File: src/rtl/clint_pkg.sv
// Shared types and constants for the machine-mode trap sequencer (clint_trap_ctrl).
package clint_pkg;

   typedef enum logic [2:0] {
      S_IDLE,
      S_W_MEPC,
      S_W_MSTATUS,
      S_W_MCAUSE,
      S_R_MSTATUS,
      S_JUMP
   } state_t;

   localparam logic [11:0] CSR_MEPC    = 12'h341;
   localparam logic [11:0] CSR_MSTATUS = 12'h300;
   localparam logic [11:0] CSR_MCAUSE  = 12'h342;

   localparam int MSTATUS_MIE  = 3;
   localparam int MSTATUS_MPIE = 7;

   // Trap entry stashes MIE into MPIE and disables interrupts.
   function automatic logic [31:0] trapMstatus(input logic [31:0] ms);
      logic [31:0] r;
      r               = ms;
      r[MSTATUS_MPIE] = ms[MSTATUS_MIE];
      r[MSTATUS_MIE]  = 1'b0;
      return r;
   endfunction

   function automatic logic [31:0] mretMstatus(input logic [31:0] ms);
      logic [31:0] r;
      r               = ms;
      r[MSTATUS_MIE]  = ms[MSTATUS_MPIE];
      r[MSTATUS_MPIE] = 1'b1;
      return r;
   endfunction

endpackage

File: src/rtl/clint_trap_ctrl.sv
// Trap sequencer: writes mepc/mstatus/mcause through the CSR file's clint port, then redirects fetch.
// Optional machine timer interrupt input is enabled by defining CLINT_TIMER_IRQ_EN.
module clint_trap_ctrl
   import clint_pkg::*;
#(
   parameter logic [31:0] CAUSE_ECALL   = 32'd11,
   parameter logic [31:0] CAUSE_EBREAK  = 32'd3,
   parameter logic [31:0] CAUSE_EXT_IRQ = 32'h8000_000B
`ifdef CLINT_TIMER_IRQ_EN
   ,
   parameter logic [31:0] CAUSE_TIMER_IRQ = 32'h8000_0007
`endif
) (
   input  logic        clk_i,
   input  logic        rst_i,
   input  logic        ecall_i,
   input  logic        ebreak_i,
   input  logic        mret_i,
   input  logic        irq_ext_i,
`ifdef CLINT_TIMER_IRQ_EN
   input  logic        irq_timer_i,
`endif
   input  logic [31:0] inst_addr_i,
   input  logic [31:0] next_pc_i,
   input  logic        ex_csr_wen_i,
   output logic        clint_wen_o,
   output logic [31:0] clint_waddr_o,
   output logic [31:0] clint_wdata_o,
   input  logic [31:0] csr_mtvec_i,
   input  logic [31:0] csr_mepc_i,
   input  logic [31:0] csr_mstatus_i,
   output logic        hold_o,
   output logic        jump_o,
   output logic [31:0] jump_addr_o
);

   state_t      r_state;
   logic [31:0] r_epc;
   logic [31:0] r_cause;
   logic [31:0] r_jumpAddr;

   logic w_mie;
   logic w_extTaken;
   logic w_timerTaken;
   logic w_eventTaken;

   assign w_mie      = csr_mstatus_i[MSTATUS_MIE];
   assign w_extTaken = irq_ext_i & w_mie;
`ifdef CLINT_TIMER_IRQ_EN
   assign w_timerTaken = irq_timer_i & w_mie;
`else
   assign w_timerTaken = 1'b0;
`endif
   assign w_eventTaken = ecall_i | ebreak_i | mret_i | w_extTaken | w_timerTaken;

   // A write state only advances once EX is not claiming the CSR write port.
   always_ff @(posedge clk_i or posedge rst_i) begin
      if (rst_i) begin
         r_state    <= S_IDLE;
         r_epc      <= 32'h0;
         r_cause    <= 32'h0;
         r_jumpAddr <= 32'h0;
      end else begin
         case (r_state)
            S_IDLE: begin
               if (ecall_i) begin
                  r_epc   <= inst_addr_i;
                  r_cause <= CAUSE_ECALL;
                  r_state <= S_W_MEPC;
               end else if (ebreak_i) begin
                  r_epc   <= inst_addr_i;
                  r_cause <= CAUSE_EBREAK;
                  r_state <= S_W_MEPC;
               end else if (mret_i) begin
                  r_state <= S_R_MSTATUS;
               end else if (w_extTaken) begin
                  r_epc   <= next_pc_i;
                  r_cause <= CAUSE_EXT_IRQ;
                  r_state <= S_W_MEPC;
`ifdef CLINT_TIMER_IRQ_EN
               end else if (w_timerTaken) begin
                  r_epc   <= next_pc_i;
                  r_cause <= CAUSE_TIMER_IRQ;
                  r_state <= S_W_MEPC;
`endif
               end
            end
            S_W_MEPC: begin
               if (!ex_csr_wen_i) begin
                  r_state <= S_W_MSTATUS;
               end
            end
            S_W_MSTATUS: begin
               if (!ex_csr_wen_i) begin
                  r_state <= S_W_MCAUSE;
               end
            end
            S_W_MCAUSE: begin
               if (!ex_csr_wen_i) begin
                  r_jumpAddr <= csr_mtvec_i & ~32'h3;
                  r_state    <= S_JUMP;
               end
            end
            S_R_MSTATUS: begin
               if (!ex_csr_wen_i) begin
                  r_jumpAddr <= csr_mepc_i;
                  r_state    <= S_JUMP;
               end
            end
            S_JUMP: begin
               r_state <= S_IDLE;
            end
            default: begin
               r_state <= S_IDLE;
            end
         endcase
      end
   end

   // Outputs decode from state; hold rises combinationally on the detect cycle.
   always_comb begin
      clint_wen_o   = 1'b0;
      clint_waddr_o = 32'h0;
      clint_wdata_o = 32'h0;
      hold_o        = 1'b0;
      jump_o        = 1'b0;
      jump_addr_o   = 32'h0;
      case (r_state)
         S_IDLE: begin
            hold_o = w_eventTaken;
         end
         S_W_MEPC: begin
            hold_o        = 1'b1;
            clint_wen_o   = 1'b1;
            clint_waddr_o = {20'h0, CSR_MEPC};
            clint_wdata_o = r_epc;
         end
         S_W_MSTATUS: begin
            hold_o        = 1'b1;
            clint_wen_o   = 1'b1;
            clint_waddr_o = {20'h0, CSR_MSTATUS};
            clint_wdata_o = trapMstatus(csr_mstatus_i);
         end
         S_W_MCAUSE: begin
            hold_o        = 1'b1;
            clint_wen_o   = 1'b1;
            clint_waddr_o = {20'h0, CSR_MCAUSE};
            clint_wdata_o = r_cause;
         end
         S_R_MSTATUS: begin
            hold_o        = 1'b1;
            clint_wen_o   = 1'b1;
            clint_waddr_o = {20'h0, CSR_MSTATUS};
            clint_wdata_o = mretMstatus(csr_mstatus_i);
         end
         S_JUMP: begin
            hold_o      = 1'b1;
            jump_o      = 1'b1;
            jump_addr_o = r_jumpAddr;
         end
         default: begin
            hold_o = 1'b0;
         end
      endcase
   end

endmodule

File: config.mk
export PLATFORM = sky130hd
export DESIGN_NAME = clint_trap_ctrl
export DESIGN_NICKNAME = d
export VERILOG_FILES = /design/src/rtl/clint_pkg.sv /design/src/rtl/clint_trap_ctrl.sv
export SDC_FILE = /design/constraint.sdc
export NUM_CORES = 1
export LEC_CHECK = 0
export CORE_MARGIN = 5
export CORE_UTILIZATION = 41
export DETAILED_ROUTE_END_ITERATION = 6
export PLACE_DENSITY_LB_ADDON = 0.2
export REMOVE_ABC_BUFFERS = 1
export SETUP_SLACK_MARGIN = 0.15
export SLEW_MARGIN = 20
export SYNTH_ARGS = -nofsm -noshare
export SYNTH_HDL_FRONTEND = slang
export SYNTH_SLANG_ARGS = --single-unit
File: constraint.sdc
create_clock -name clk_i -period 5.6 [get_ports clk_i]
set_input_delay 1.68 -clock clk_i [delete_from_list [all_inputs] [get_ports clk_i]]
set_output_delay 1.68 -clock clk_i [all_outputs]
set_load 0.05 [all_outputs]
==> results.cfg <==
[yosys]
yosys_most_used_dff = sky130_fd_sc_hd__dfrtp_1
synthDominantCellAreaShare_pct = 39.8
netlist_area_um2 = 4400
netlist_top_cells_area = sky130_fd_sc_hd__dfrtp_1, sky130_fd_sc_hd__a31oi_2, sky130_fd_sc_hd__mux2i_1
synth_most_common_cell = sky130_fd_sc_hd__dfrtp_1
post_synth_edffs = 0
syn_avg_cell_area_um2 = 9.12
yosysWarningCount = 0
number_of_library_cell_types_mapped_by_synthesis = 35
postSynthRegisterBits = 70
synth_top_area_cell = sky130_fd_sc_hd__dfrtp_1
netlist_top_cells_count = sky130_fd_sc_hd__dfrtp_1, sky130_fd_sc_hd__nor2_1, sky130_fd_sc_hd__nand2_1
synth_seq_area_share_pct = 39.8
synth_cells = 483
synth-async-reset-ratio_pct = 100

[timing]
final_max_slew_viol_count = 0
maxClockFrequency_mhz = 195
setup_viol = 0
timing.final.hold_violations = 0
clock-skew-final_ps = 11.5
final_min_period_over_clock_period_pct = 91.7
worst_pin_slew_ps = 945
grt_setup_unrepaired = false
setup_ws_ps = 466
final_period_minus_worst_setup_slack_ps = 5130
relSlewSlack_pct = 36.9

[grt]
grt_pass1_wl_mm = 22.1
grt_use_total_pct = 21.3
grt_max_degree = 61
grt_antenna_before_repair = 0
vias_in_the_first_global_route = 4221
global_route.overflow_total = 0

[min_path]
worstHoldPathType = reg2reg
timing.hold.worst.start = r_cause[1]
worstHoldPathCells = 1

[clock_network]
post_cts.resized_instances = 0
clock-sinks = 70
cts_inserted_buffers = 9
clock_latency_reported_for_the_late_side_of_the_worst_skew_pair_ps = 330
ctsHoldBuffers = 0
cts_htree_levels = 3
cts-root-buf = sky130_fd_sc_hd__clkbuf_8
post-cts-setup-buffer-count = 0
clockBufferDepth = 2
cts.clk_slew.worst_paths_ps = 60
cts_tree = done

[setup_path]
ff2ff_setup_slack_ps = 2490
path_cells = clkdlybuf4s50_1 > inv_1 > o21ai_0 > a22oi_1 > o22ai_1 > clkdlybuf4s50_1
startpoint_of_the_worst_register_to_register_path = r_state[2]
cpMostUsedCell = sky130_fd_sc_hd__clkdlybuf4s50_1
cp_max_fo = 2
cp.arrival_ps = 3450
path_buf_inv = 3
path_class = in2out
cpMaxStageDelayCell = sky130_fd_sc_hd__clkdlybuf4s50_1
rr_worst_depth = 7
critical_path.reg2reg.endpoint = r_jumpAddr[7]
setup.worst_path.end_class = primary output
critical_path_depth = 6
critPathRequiredTime_ps = 3920
critPathTopFamily = buffers and inverters
startpoint = csr_mstatus_i[0]
cp-start-kind = input pin
worst_setup_path_endpoint = clint_wdata_o[0]
timing.critical_path.slowest_cell_delay_ps = 830

[outcome]
run_status = finished clean

[floorplan]
start_util_pct = 42.3
die_height_um = 114
dieArea_um2 = 12900
num_io_pins = 266
row_count = 37
floorplan.core_area_um2 = 10400
die_w_um = 114

[placed_design]
minimum_setup_slack_after_placement_ps = 483
detailedPlacementHpwl_mm = 10.9
gpl.final_weighted_congestion = 0.912
buffer_ports.inserted = 236

[pwr]
leakagePower_nw = 2.82
worst_ir_drop_vdd_v = 0.000302
cellPowerDensity_nw_per_um2 = 547

[final_layout]
final_util_pct = 65.7
fillers = 872
final_layout_size_suffix_gt1_share_pct = 9.59
area_growth_pct = 55.4
finish.net_count = 864
seqCellArea_um2 = 1750
antenna_cells = 0
multi_input_area_um2 = 2290

[routing]
vias_per_cell = 5.10
drc_errors = 0
vias = 4255
drt_iter0_markers = 299
ant_nets = 0
drt-pass1-iter-count = 6
drt-wirelength-per-cell_um = 17.1
drt-total-wl_mm = 14.3

[flow_run]
maxCapViolCount = 0
## worst min-delay path by stage
stage	slack [ps]	to
finish	490	r_cause[1]
global route	510	r_cause[1]
CTS	490	r_cause[1]
detailed placement	470	r_cause[1]
global placement	460	r_cause[1]
floorplan	440	r_cause[1]
## registers in the layout, indices dropped and copies added (netlist names)
signal	count
r_state	3
r_cause	3
r_jumpAddr	32
r_epc	32
## logic make-up (layout without fill, tap and decap cells)
family,Yosys count,count (layout),synth area share (%)
XOR/XNOR,4,4,0.796
AO/OA/AOI/OAI,116,116,21.9
other,1,27,0.0852
multiplexers,34,34,7.79
flip-flops,70,70,39.8
AND/OR/NAND/NOR,182,182,18.7
buffers and inverters,76,266,10.9
## worst reg2reg max path, cell delays in order, from the launching register on
cell	delay, ps
sky130_fd_sc_hd__dfrtp_1	480
sky130_fd_sc_hd__buf_4	420
sky130_fd_sc_hd__or3b_1	450
sky130_fd_sc_hd__buf_4	270
sky130_fd_sc_hd__a21oi_4	800
sky130_fd_sc_hd__buf_4	390
sky130_fd_sc_hd__nor2_1	80
sky130_fd_sc_hd__a31oi_2	140
## stage by stage
stage                     std cells  total power, mW  area [um2]  setup TNS [ps]  hold WS [ps]
after global placement          822             3.37        6680               0           457
after CTS                       835             3.77        6840               0           486
after detailed placement        822             3.42        6680               0           471
after global routing            835             3.97        6840               0           515
final                           835             3.75        6840               0           489
after floorplan                 438             2.57        4040           -1120           439
## where the power goes
part	total, mW	internal [mW]	switching, mW
clock	0.353	0.176	0.177
combinational	2.48	0.918	1.56
sequential	0.909	0.748	0.161
total	3.75	1.84	1.90
## final cells by class
| type | instances | area share [%] |
|---|---|---|
| clock inverters | 2 | 0.146 |
| flip-flops and latches | 70 | 25.6 |
| inverters | 5 | 0.274 |
| multi-input cells | 363 | 33.5 |
| clock buffers | 11 | 2.21 |
| well taps | 136 | 2.49 |
| repair buffers | 248 | 35.8 |
## metal layers
| metal | global-route usage [%] | vias up | wire, um |
|---|---|---|---|
| li1 | - | 2057 | - |
| met1 | 25.5 | 1968 | 5570 |
| met2 | 35.3 | 207 | 6900 |
| met3 | 8.06 | 23 | 1540 |
| met4 | 6.97 | 0 | 292 |
| met5 | 0 | - | 0 |
## cells in the final DEF, fill, tap and decap left out
cell type	Yosys	final
sky130_fd_sc_hd__a21oi_1	38	38
sky130_fd_sc_hd__a31oi_2	30	30
sky130_fd_sc_hd__nor2b_2	0	2
sky130_fd_sc_hd__a211oi_4	0	1
sky130_fd_sc_hd__a22o_1	29	29
sky130_fd_sc_hd__or3_4	1	1
sky130_fd_sc_hd__nor2_2	1	1
sky130_fd_sc_hd__nand2_1	63	63
sky130_fd_sc_hd__clkdlybuf4s50_1	0	235
sky130_fd_sc_hd__o2bb2ai_1	1	1
sky130_fd_sc_hd__o22a_1	2	2
sky130_fd_sc_hd__or3b_1	1	1
sky130_fd_sc_hd__xnor2_1	4	4
sky130_fd_sc_hd__dfrtp_1	70	70
sky130_fd_sc_hd__nor2b_1	6	4
sky130_fd_sc_hd__inv_1	5	4
sky130_fd_sc_hd__nand3b_1	2	2
sky130_fd_sc_hd__clkbuf_8	0	11
sky130_fd_sc_hd__nor2_1	68	67
sky130_fd_sc_hd__or2_2	1	1
sky130_fd_sc_hd__nand4bb_1	1	1
sky130_fd_sc_hd__clkinv_2	0	2
sky130_fd_sc_hd__inv_2	0	1
sky130_fd_sc_hd__mux2i_1	32	32
sky130_fd_sc_hd__a22oi_1	4	4
sky130_fd_sc_hd__and2_1	2	2
sky130_fd_sc_hd__o22ai_1	2	2
sky130_fd_sc_hd__a21oi_4	1	1
sky130_fd_sc_hd__conb_1	1	27
sky130_fd_sc_hd__nor2_4	0	1
sky130_fd_sc_hd__buf_4	33	13
sky130_fd_sc_hd__a211oi_1	2	2
sky130_fd_sc_hd__nor3_1	2	2
sky130_fd_sc_hd__o21ai_0	5	5
sky130_fd_sc_hd__a21o_1	1	1
sky130_fd_sc_hd__nor3b_1	1	1
sky130_fd_sc_hd__and3_1	33	33
sky130_fd_sc_hd__mux2_2	2	2
No activity file was read; power rests on OpenSTA's default activity.
